[config.mk]
export PLATFORM = sky130hd
export DESIGN_NAME = mux16_rr_arbiter
export DESIGN_NICKNAME = d
export VERILOG_FILES = /design/src/rtl/mux16_rr_arbiter_pkg.sv /design/src/rtl/mux16_rr_arbiter_rr_pick4.sv /design/src/rtl/mux16_rr_arbiter.sv
export SDC_FILE = /design/constraint.sdc
export NUM_CORES = 1
export LEC_CHECK = 0
export CAP_MARGIN = 25
export CORE_ASPECT_RATIO = 1.5
export CORE_UTILIZATION = 36
export DETAILED_ROUTE_END_ITERATION = 10
export PLACE_DENSITY = 0.86
export SLEW_MARGIN = 0
export SYNTH_ARGS = -nofsm -noshare
export SYNTH_HDL_FRONTEND = slang
export SYNTH_SLANG_ARGS = --single-unit
[constraint.sdc]
create_clock -name clock -period 2.2 [get_ports clock]
set_clock_uncertainty 0.05 [all_clocks]
set_input_delay 0.33 -clock clock [delete_from_list [all_inputs] [get_ports clock]]
set_output_delay 0.33 -clock clock [all_outputs]
set_load 0.05 [all_outputs]
[src/rtl/mux16_rr_arbiter_pkg.sv]
// Shared constants and state type for the four-way round-robin output arbiter.
package mux16_rr_arbiter_pkg;

    localparam int          ARB_NREQ     = 4;
    localparam int          ARB_W        = 16;
    localparam logic [1:0]  ARB_LAST_RST = 2'd3;

    typedef enum logic {
        EMPTY = 1'b0,
        FULL  = 1'b1
    } arb_state_e;

endpackage

[src/rtl/mux16_rr_arbiter_rr_pick4.sv]
// Combinational rotating-priority picker: first request after `last`, wrapping back to `last`.
module rr_pick4
    import mux16_rr_arbiter_pkg::*;
(
    input  logic [3:0] req,
    input  logic [1:0] last,
    input  logic       en,
    output logic [3:0] gnt,
    output logic [1:0] w
);

    logic       found;
    logic [1:0] idx;

    always_comb begin
        gnt   = 4'b0000;
        w     = 2'd0;
        found = 1'b0;
        idx   = 2'd0;
        // k = 4 wraps to `last` itself, which is searched last
        for (int k = 1; k <= 4; k++) begin
            idx = last + 2'(k);
            if (!found && req[idx]) begin
                found = 1'b1;
                w     = idx;
            end
        end
        if (found && en) begin
            gnt[w] = 1'b1;
        end
    end

endmodule

[src/rtl/mux16_rr_arbiter.sv]
// Round-robin arbiter feeding one registered valid/ready output word from four requesters.
// Optional burst priority hold is enabled with the ARB_LOCK_EN macro (adds the `lock` port).
module mux16_rr_arbiter
    import mux16_rr_arbiter_pkg::*;
#(
    parameter int WIDTH = ARB_W,
    parameter int NREQ  = ARB_NREQ
) (
    input  logic             clock,
    input  logic             reset,
    input  logic [NREQ-1:0]  req,
    input  logic [WIDTH-1:0] d0,
    input  logic [WIDTH-1:0] d1,
    input  logic [WIDTH-1:0] d2,
    input  logic [WIDTH-1:0] d3,
`ifdef ARB_LOCK_EN
    input  logic [NREQ-1:0]  lock,
`endif
    input  logic             ready,
    output logic [NREQ-1:0]  gnt,
    output logic             valid,
    output logic [WIDTH-1:0] out
);

    arb_state_e       state_q;
    logic [WIDTH-1:0] out_q;
    logic [1:0]       last_q;
    logic [1:0]       last_d;
    logic [1:0]       w;
    logic             accept;
    logic             any_gnt;
    logic [WIDTH-1:0] mux_d;

    assign accept = (state_q == EMPTY) | ready;

    // Grants are suppressed during reset so nothing looks captured while the registers are cleared
    rr_pick4 u_pick (
        .req  (req),
        .last (last_q),
        .en   (accept & ~reset),
        .gnt  (gnt),
        .w    (w)
    );

    assign any_gnt = |gnt;

    // Four-way AND-OR steering selected by the encoded winner
    assign mux_d = ({WIDTH{w == 2'd0}} & d0)
                 | ({WIDTH{w == 2'd1}} & d1)
                 | ({WIDTH{w == 2'd2}} & d2)
                 | ({WIDTH{w == 2'd3}} & d3);

`ifdef ARB_LOCK_EN
    // Storing w-1 makes w the first candidate again on the next beat
    assign last_d = lock[w] ? (w - 2'd1) : w;
`else
    assign last_d = w;
`endif

    always_ff @(posedge clock or posedge reset) begin
        if (reset) begin
            state_q <= EMPTY;
            out_q   <= '0;
            last_q  <= ARB_LAST_RST;
        end else if (any_gnt) begin
            state_q <= FULL;
            out_q   <= mux_d;
            last_q  <= last_d;
        end else if (ready && state_q == FULL) begin
            state_q <= EMPTY;
        end
    end

    assign valid = (state_q == FULL);
    assign out   = out_q;

endmodule

### Word level (Yosys, flattened, before mapping)

Cells that the tools add are included.

* logic and storage cells: 59
* register bits after elaboration: 19
* bits of input ports: 71

* bitwise operators: 11
* multiplexer cells: 21
* eq/ne operators: 3
* $lt $le $gt $ge: 6
* reductions and logical operators: 12
* $add $sub $neg: 3

Operator list (count)
* $and A16 B16 Y16: 4
* $or A16 B16 Y16: 3
* $lt A2 B3 Y1 const B: 5
* $mux W1: 11
* $bmux W1 S2: 4
* $mux W2: 4
* $logic_and A1 B1 Y1: 6
* $add A2 B2 Y2 const B: 2
* $eq A2 B2 Y1 const B: 2
* $mux W4: 1
* $reduce_or A4 Y1: 1
* $logic_not A1 Y1: 3
* $add A2 B1 Y2 const B: 1
* $demux W1 S2: 1
* $eq A2 B1 Y1 const B: 1
* $ge A2 B1 Y1 const B: 1
* $logic_not A2 Y1: 1
* $not A1 Y1: 2
* $reduce_bool A2 Y1: 1
* $and A1 B1 Y1: 1
* $or A1 B1 Y1: 1

### Depth between registers and ports, before layout

Gate-level depths: netlist (run 1).

* word-level depth: 20
* mapped depth: 7
* mapped depth without buffers: 4

### Cells and area by module

Synthesis (run 1) repeated with hierarchy kept, for this count alone.

* cells, all modules: 81
* area, all modules: 1303.8 µm²

By module, submodules not included
* mux16_rr_arbiter: instances 1, area an instance 1151.1 µm², sequential area each 478.0 µm², cells an instance 63
* rr_pick4: instances 1, area an instance 152.6 µm², sequential area each 0.0 µm², cells an instance 18

### Worst setup path after synthesis (run 1)

Ideal clock, no wire load.

* path type: reg-to-output
* from: register last_q[0]
* to: output port gnt[0]
* setup slack: -0.111 ns
* data required time: 1.820 ns
* cell stages (with the launch flop): 7
* arrival: 1.931 ns
* cells stage by stage: dfstp_2 -> nand2b_1 -> and3_1 -> clkbuf_1 -> buf_2 -> nor2_1 -> nor2_1

* word-level cells in the longest chain between the ends: 18
* elaborated cells between the ends (all ways): 32

RTL lines
* from (decl): line mux16_rr_arbiter.sv:27 `logic [1:0] last_q;`
* from (signal assigned): line mux16_rr_arbiter.sv:68 `last_q <= last_d;`
* $add A2 B1 Y2: line mux16_rr_arbiter_rr_pick4.sv:22 `idx = last + 2'(k);`
* $bmux W1 S2: line mux16_rr_arbiter_rr_pick4.sv:23 `if (!found && req[idx]) begin`
* $mux W1 (implied by the code): line mux16_rr_arbiter_rr_pick4.sv:23
* $mux W1: line mux16_rr_arbiter_rr_pick4.sv:23
* $logic_not A1 Y1: line mux16_rr_arbiter_rr_pick4.sv:23
* $logic_and A1 B1 Y1: line mux16_rr_arbiter_rr_pick4.sv:23
* $mux W1: line mux16_rr_arbiter_rr_pick4.sv:23
* $logic_not A1 Y1: line mux16_rr_arbiter_rr_pick4.sv:23
* [2 not listed]
* $logic_not A1 Y1: line mux16_rr_arbiter_rr_pick4.sv:23
* $logic_and A1 B1 Y1: line mux16_rr_arbiter_rr_pick4.sv:23
* $mux W2: line mux16_rr_arbiter_rr_pick4.sv:23
* $lt A2 B3 Y1 (implied by the code) / $ge A2 B1 Y1 (equally long branches): line mux16_rr_arbiter_rr_pick4.sv:29 `gnt[w] = 1'b1;`
* $logic_and A1 B1 Y1 (implied by the code): line mux16_rr_arbiter_rr_pick4.sv:29
* $mux W1 (implied by the code): line mux16_rr_arbiter_rr_pick4.sv:29
* $demux W1 S2
* $mux W4 (*): line mux16_rr_arbiter_rr_pick4.sv:28 `if (found && en) begin`
* to (decl): line mux16_rr_arbiter.sv:20 `output logic [NREQ-1:0] gnt,`

Every way passes the cells marked *; elsewhere a longest branch is shown, timed or not. The select of a mux whose other input is x is not followed.

### Worst setup path in the final report (run 1)

* from: input port req[3]
* to: output port gnt[1]

* word-level cells in the longest chain between the ends: 17
* elaborated cells between the ends (all ways): 29

RTL lines
* from (decl): line mux16_rr_arbiter.sv:11 `input logic [NREQ-1:0] req,`
* $bmux W1 S2: line mux16_rr_arbiter_rr_pick4.sv:23
* $mux W1 (implied by the code): line mux16_rr_arbiter_rr_pick4.sv:23
* $mux W1: line mux16_rr_arbiter_rr_pick4.sv:23
* $logic_not A1 Y1: line mux16_rr_arbiter_rr_pick4.sv:23
* $logic_and A1 B1 Y1: line mux16_rr_arbiter_rr_pick4.sv:23
* $mux W1: line mux16_rr_arbiter_rr_pick4.sv:23
* $logic_not A1 Y1: line mux16_rr_arbiter_rr_pick4.sv:23
* $logic_and A1 B1 Y1: line mux16_rr_arbiter_rr_pick4.sv:23
* $mux W1: line mux16_rr_arbiter_rr_pick4.sv:23
* $logic_not A1 Y1: line mux16_rr_arbiter_rr_pick4.sv:23
* $logic_and A1 B1 Y1: line mux16_rr_arbiter_rr_pick4.sv:23
* $mux W2: line mux16_rr_arbiter_rr_pick4.sv:23
* $lt A2 B3 Y1 (implied by the code) / $ge A2 B1 Y1 (equally long branches): line mux16_rr_arbiter_rr_pick4.sv:29
* $logic_and A1 B1 Y1 (implied by the code): line mux16_rr_arbiter_rr_pick4.sv:29
* $mux W1 (implied by the code): line mux16_rr_arbiter_rr_pick4.sv:29
* $demux W1 S2
* $mux W4 (*): line mux16_rr_arbiter_rr_pick4.sv:28

Marked as above.

==> run metrics, run 1 <==
clock latency on the worst-skew pair 250 ps; post-route cell area 0.00255 sq mm; P&R area growth vs syn 78.7%; f_max 0.467 GHz; Tmin final 2140 ps; highest routed layer met4; CTS root buf clkbuf_8; met3 wire len 347 um; largest net degree at the start of global routing 21; FP Rows 27; post-route ant nets 0; CP Capture Type output pin; worst r2r path cells 6; I/O Pins 92; max cap viols 0; syn nets 241; Pre-Repair DR Iteration Count 5; Layout Cells excl Fill 310; routed via count 1757; GRT Resource Usage Total 25.8%; endpoints failing setup 0; Synth area leaders dfrtp_1, a221oi_1, a31oi_1; vias in the first global route 1752; DR iter-0 viols 61; critical path class in2out; status completed; WL met1 1890 um; antenna violations before repair 0; number of cells after detailed placement 304; Place WS -104 ps; Post-synth EDFFs 0; Setup TNS Final 0 ps; r2r startpoint last_q[1]; clock sinks 19; ys async rst share 100%; Total Die Area 0.00422 sq mm; IO Port Bufs 91; Hold Crit Start req[0]; Crit Path Max Fanout 9; layout cells sized above 1 15.7%; cts bufs inserted 3; final hold vios 0; Die Wd 53.4 um; RD Place Congestion 0.842; Final Core Density 68.5%; post-synthesis sequential area ratio 33.5%; Initial Util 38.4%; number of antenna diodes 0; hold path cells 5; pwr/cell area 725 mW/mm^2; most frequent cell after synthesis nor2_1; drt drc 0; Static Leak 0.997 nW; CTS tree done; Yosys cell types 32; DR WL met2 2790 um; Die H 79.1 um; worst min-delay path class in2reg; Hold Path Sink last_q[0]; Critical Path RT 1820 ps; dominant cell type by area after synthesis dfrtp_1; actual slew at the worst max-slew pin 543 ps; area share of the largest cell type after synthesis 29.9%; clock slew at reported path FFs 80 ps; CP arrival 1760 ps; Final Slew Violations 0; yosys warns 0; maximum vdd drop 0.477 mV; Vias/cell 5.67; fin crit share 97.3%; final worst-path setup slack 60.2 ps; Syn Area/Cell 8.38 sq um; CP startpoint kind input pin; core area 0.00372 sq mm; reg2reg end out[14]; DRT Wirelength 5220 um; DP HPWL 3820 um; reg-to-reg slack, setup 250 ps; number of hold buffers added after cts 0; H-tree depth 1; grt total ovfl 0; #FFs+latches synth 19; WL/cell 16.8 um; Slew HR 63.7%; CTS max path bufs 2; first-pass GRT wire length 8170 um; final net count 339; DP Area 0.00244 sq mm; Cell Area, Synth 0.00143 sq mm; ys flop type dfrtp_1; Syn Inst Count 170
## routing by layer
metal	global-route usage, %	up-vias
li1	-	830
met1	30.4	822
met2	44.4	89
met3	2.87	16
met4	12.4	0
met5	0	-
## worst max path at each step
stage / startpoint / endpoint / slack (ps) / cells after the start
6_report: req[3] / gnt[1] / 60 / 6
5_1_grt: req[3] / gnt[2] / -0.2 / 7
4_1_cts: req[2] / gnt[1] / 2 / 5
3_5_place_dp: req[3] / gnt[1] / -100 / 5
3_3_place_gp: req[3] / gnt[1] / -90 / 5
2_1_floorplan: last_q[0] / gnt[3] / 70 / 4
## cell families (layout without fill, tap and decap cells)
group	count (synthesis)	count (layout)	share of synthesized area [%]
buffers and inverters	20	117	8.52
AOI/OAI and AO/OA	59	59	30.6
and+or+nand+nor	72	72	27.3
DFF	19	19	33.5
## power breakdown
group          internal (mW)  total (mW)  switching (mW)
clock                  0.129       0.249           0.120
combinational          0.466        1.09           0.624
sequential             0.445       0.508          0.0629
total                   1.04        1.85           0.807
## sequential cells by signal (all words and copies together) (netlist names)
signal and flops:
last_q 2, out 16, valid 1
## layout make-up
cell class                      count  area, sq um
Sequential cell                    19          478
Clock buffer                        4         45.0
Fill cell                         285         1170
Inverter                            2         7.51
Timing Repair Buffer              111         1110
Tap cell                           43         53.8
Multi-Input combinational cell    131          851
## timing repair
item | CTS | global route
endpoints found under the setup margin | 3 | 4
pin swaps | 2 | 3
buffers inserted | 0 | 2
cloned | 0 | 0
resized for setup | 8 | 5
hold endpoints to repair | 0 | 0
## layout by cell type, fill, tap and decap left out, drive strengths merged, types with 4 or more instances in the layout
cell type | netlist | final
and2 | 18 | 18
nor2 | 21 | 21
clkdlybuf4s50 | 0 | 84
buf | 14 | 24
nand2b | 4 | 4
and3 | 4 | 4
dfrtp | 17 | 17
a221oi | 16 | 16
o21ai | 18 | 18
a31oi | 17 | 17
nand3 | 18 | 18
clkbuf | 4 | 4
## through the flow
step / power, mW / hold WS, ps
3_5_place_dp: 1.57 / 484
6_report: 1.85 / 474
3_3_place_gp: 1.55 / 478
5_1_grt: 1.94 / 502
4_1_cts: 1.82 / 494
2_1_floorplan: 1.16 / 274
## worst max-delay path: stages
cell and delay, ps:
clkdlybuf4s50_1 500, buf_6 140, nand2b_1 80, a311o_1 370, and3_4 200, buf_8 140
Note: power is estimated with default switching activity, not from simulation.
==> run 2: changes to the inputs <==
- CORE_UTILIZATION: 36 -> 39
- PLACE_DENSITY: 0.86 -> 0.92
- SETUP_SLACK_MARGIN: unset -> 0.4
- clock period: 2.2 -> 2.5 ns (I/O delays scaled with it)
==> run metrics, run 2 (synthesis gave the netlist of run 1 again) <==
Setup TNS Final 0 ps; register area 478 sq um; FP Rows 26; GRT Resource Usage Total 29.4%; clock slew at reported path FFs 70 ps; largest net degree at the start of global routing 18; grt total ovfl 0; max FFs per register 16; I/O Pins 92; Fill cells 259; Psw 0.725 mW; number of cells after detailed placement 301; Vias/cell 5.90; CP Capture Type output pin; Static Leak 0.990 nW; Pre-Repair DR Iteration Count 5; Final Core Density 74.0%; Tmin final 2130 ps; DP Area 0.00244 sq mm; CTS max path bufs 2; number of antenna diodes 0; CP startpoint kind flip-flop; Switching Share 44.0%; WL/cell 18.2 um; DR iter-0 viols 135; drt drc 0; RD Place Congestion 0.926; actual slew at the worst max-slew pin 533 ps; f_max 0.470 GHz; commonest non-fill, non-tap cells in the layout clkdlybuf4s50_1, nor2_1; area occupied by multi-input gates 846 sq um; Die H 76.0 um; DP HPWL 3950 um; CP arrival 1700 ps; Initial Util 41.3%; Layout Cells excl Fill 313; number of hold buffers added after cts 0; critical path class reg2out; CTS root buf clkbuf_8; Crit Path Max Fanout 7; RSZ-0062 raised after global routing false; Seq pwr share 27.3%; post-route ant nets 0; cts bufs inserted 3; Clock power frac 13.2%; P&R area growth vs syn 79.1%; DRT Wirelength 5700 um; Slew HR 64.4%; worst min-delay path class in2async; Pint 0.923 mW; fin crit share 85.0%; core area 0.00345 sq mm; post-route cell area 0.00255 sq mm; Critical Path RT 2080 ps; first-pass GRT wire length 8690 um; CTS tree done; pwr/cell area 646 mW/mm^2; Die Wd 51.4 um; clock latency on the worst-skew pair 250 ps; status completed; antenna violations before repair 0; final net count 343; H-tree depth 1; endpoints failing setup 0; clock sinks 19; commonest non-fill, non-tap cell in the layout clkdlybuf4s50_1; IO Port Bufs 91; Combinational Power Share 59.5%; reg-to-reg slack, setup 530 ps; routed via count 1848; layout cells sized above 1 18.8%; Total Power 1.65 mW; final hold vios 0; vias in the first global route 1907; Final Slew Violations 0; max cap viols 0; Total Die Area 0.00390 sq mm; maximum vdd drop 0.401 mV
[run 2: cell count changes in the layout (fill, tap and decap cells not counted), moves of 2 or more]
cell,previous run,this run
buf_2,0,3
buf_6,3,6
clkbuf_2,0,2
dlymetal6s2s_1,2,0
[run 2: cell type report]
class                      instances  area share [%]
clock buffer                       4            1.76
inverter                           2           0.441
multi-input combinational        131            33.1
sequential                        19            18.7
tap                               42            2.06
timing repair buffer             115            43.9
[run 2: stage by stage]
stage,setup slack (ps),hold WS (ps)
after detailed placement,52.0,491
after CTS,419,328
after global placement,93.4,479
final,374,332
after floorplan,459,193
after global routing,349,338
[run 2: power by group through the flow]
stage                     clock, mW  sequential [mW]  combinational [mW]
after CTS                     0.214            0.448               0.954
after global placement            0            0.450               0.917
after detailed placement          0            0.453               0.933
after floorplan                   0            0.682               0.341
after global routing          0.227            0.462                1.03
final                         0.217            0.451               0.981
[run 2: final timing paths]
| path | from | endpoint | cells after the start |
|---|---|---|---|
| max | last_q[0] | gnt[1] | 4 |
| min | reset | valid | 2 |
| max reg2reg | last_q[1] | out[4] | 6 |
| min reg2reg | out[13] | out[13] | 2 |
| max in group asynchronous | reset | last_q[1] | 3 |
| min in group clock | req[0] | last_q[0] | 5 |
[run 2: critical path, cell delays in order (launching register included)]
cell and delay [ps]:
dfstp_2 590, nand2b_1 190, a311o_1 280, and3_1 220
buf_6 170
[run 2: repair_timing]
action                     4_1_cts  5_1_grt
pin swaps                        3        4
buffers inserted                 4        2
resized for setup               16        3
setup endpoints to repair       12        2
cloned                           2        0
[run 2: per-layer routing]
layer  routed length [um]  up-vias  part of all wire [%]  GRT usage (%)
met5                    0        -                     0              0
met4                  157        0                   2.8           15.1
met3                  361       20                   6.3           1.80
met2                 3160      110                    55           54.1
met1                 2030      876                    36           32.2
li1                     -      842                     -              -
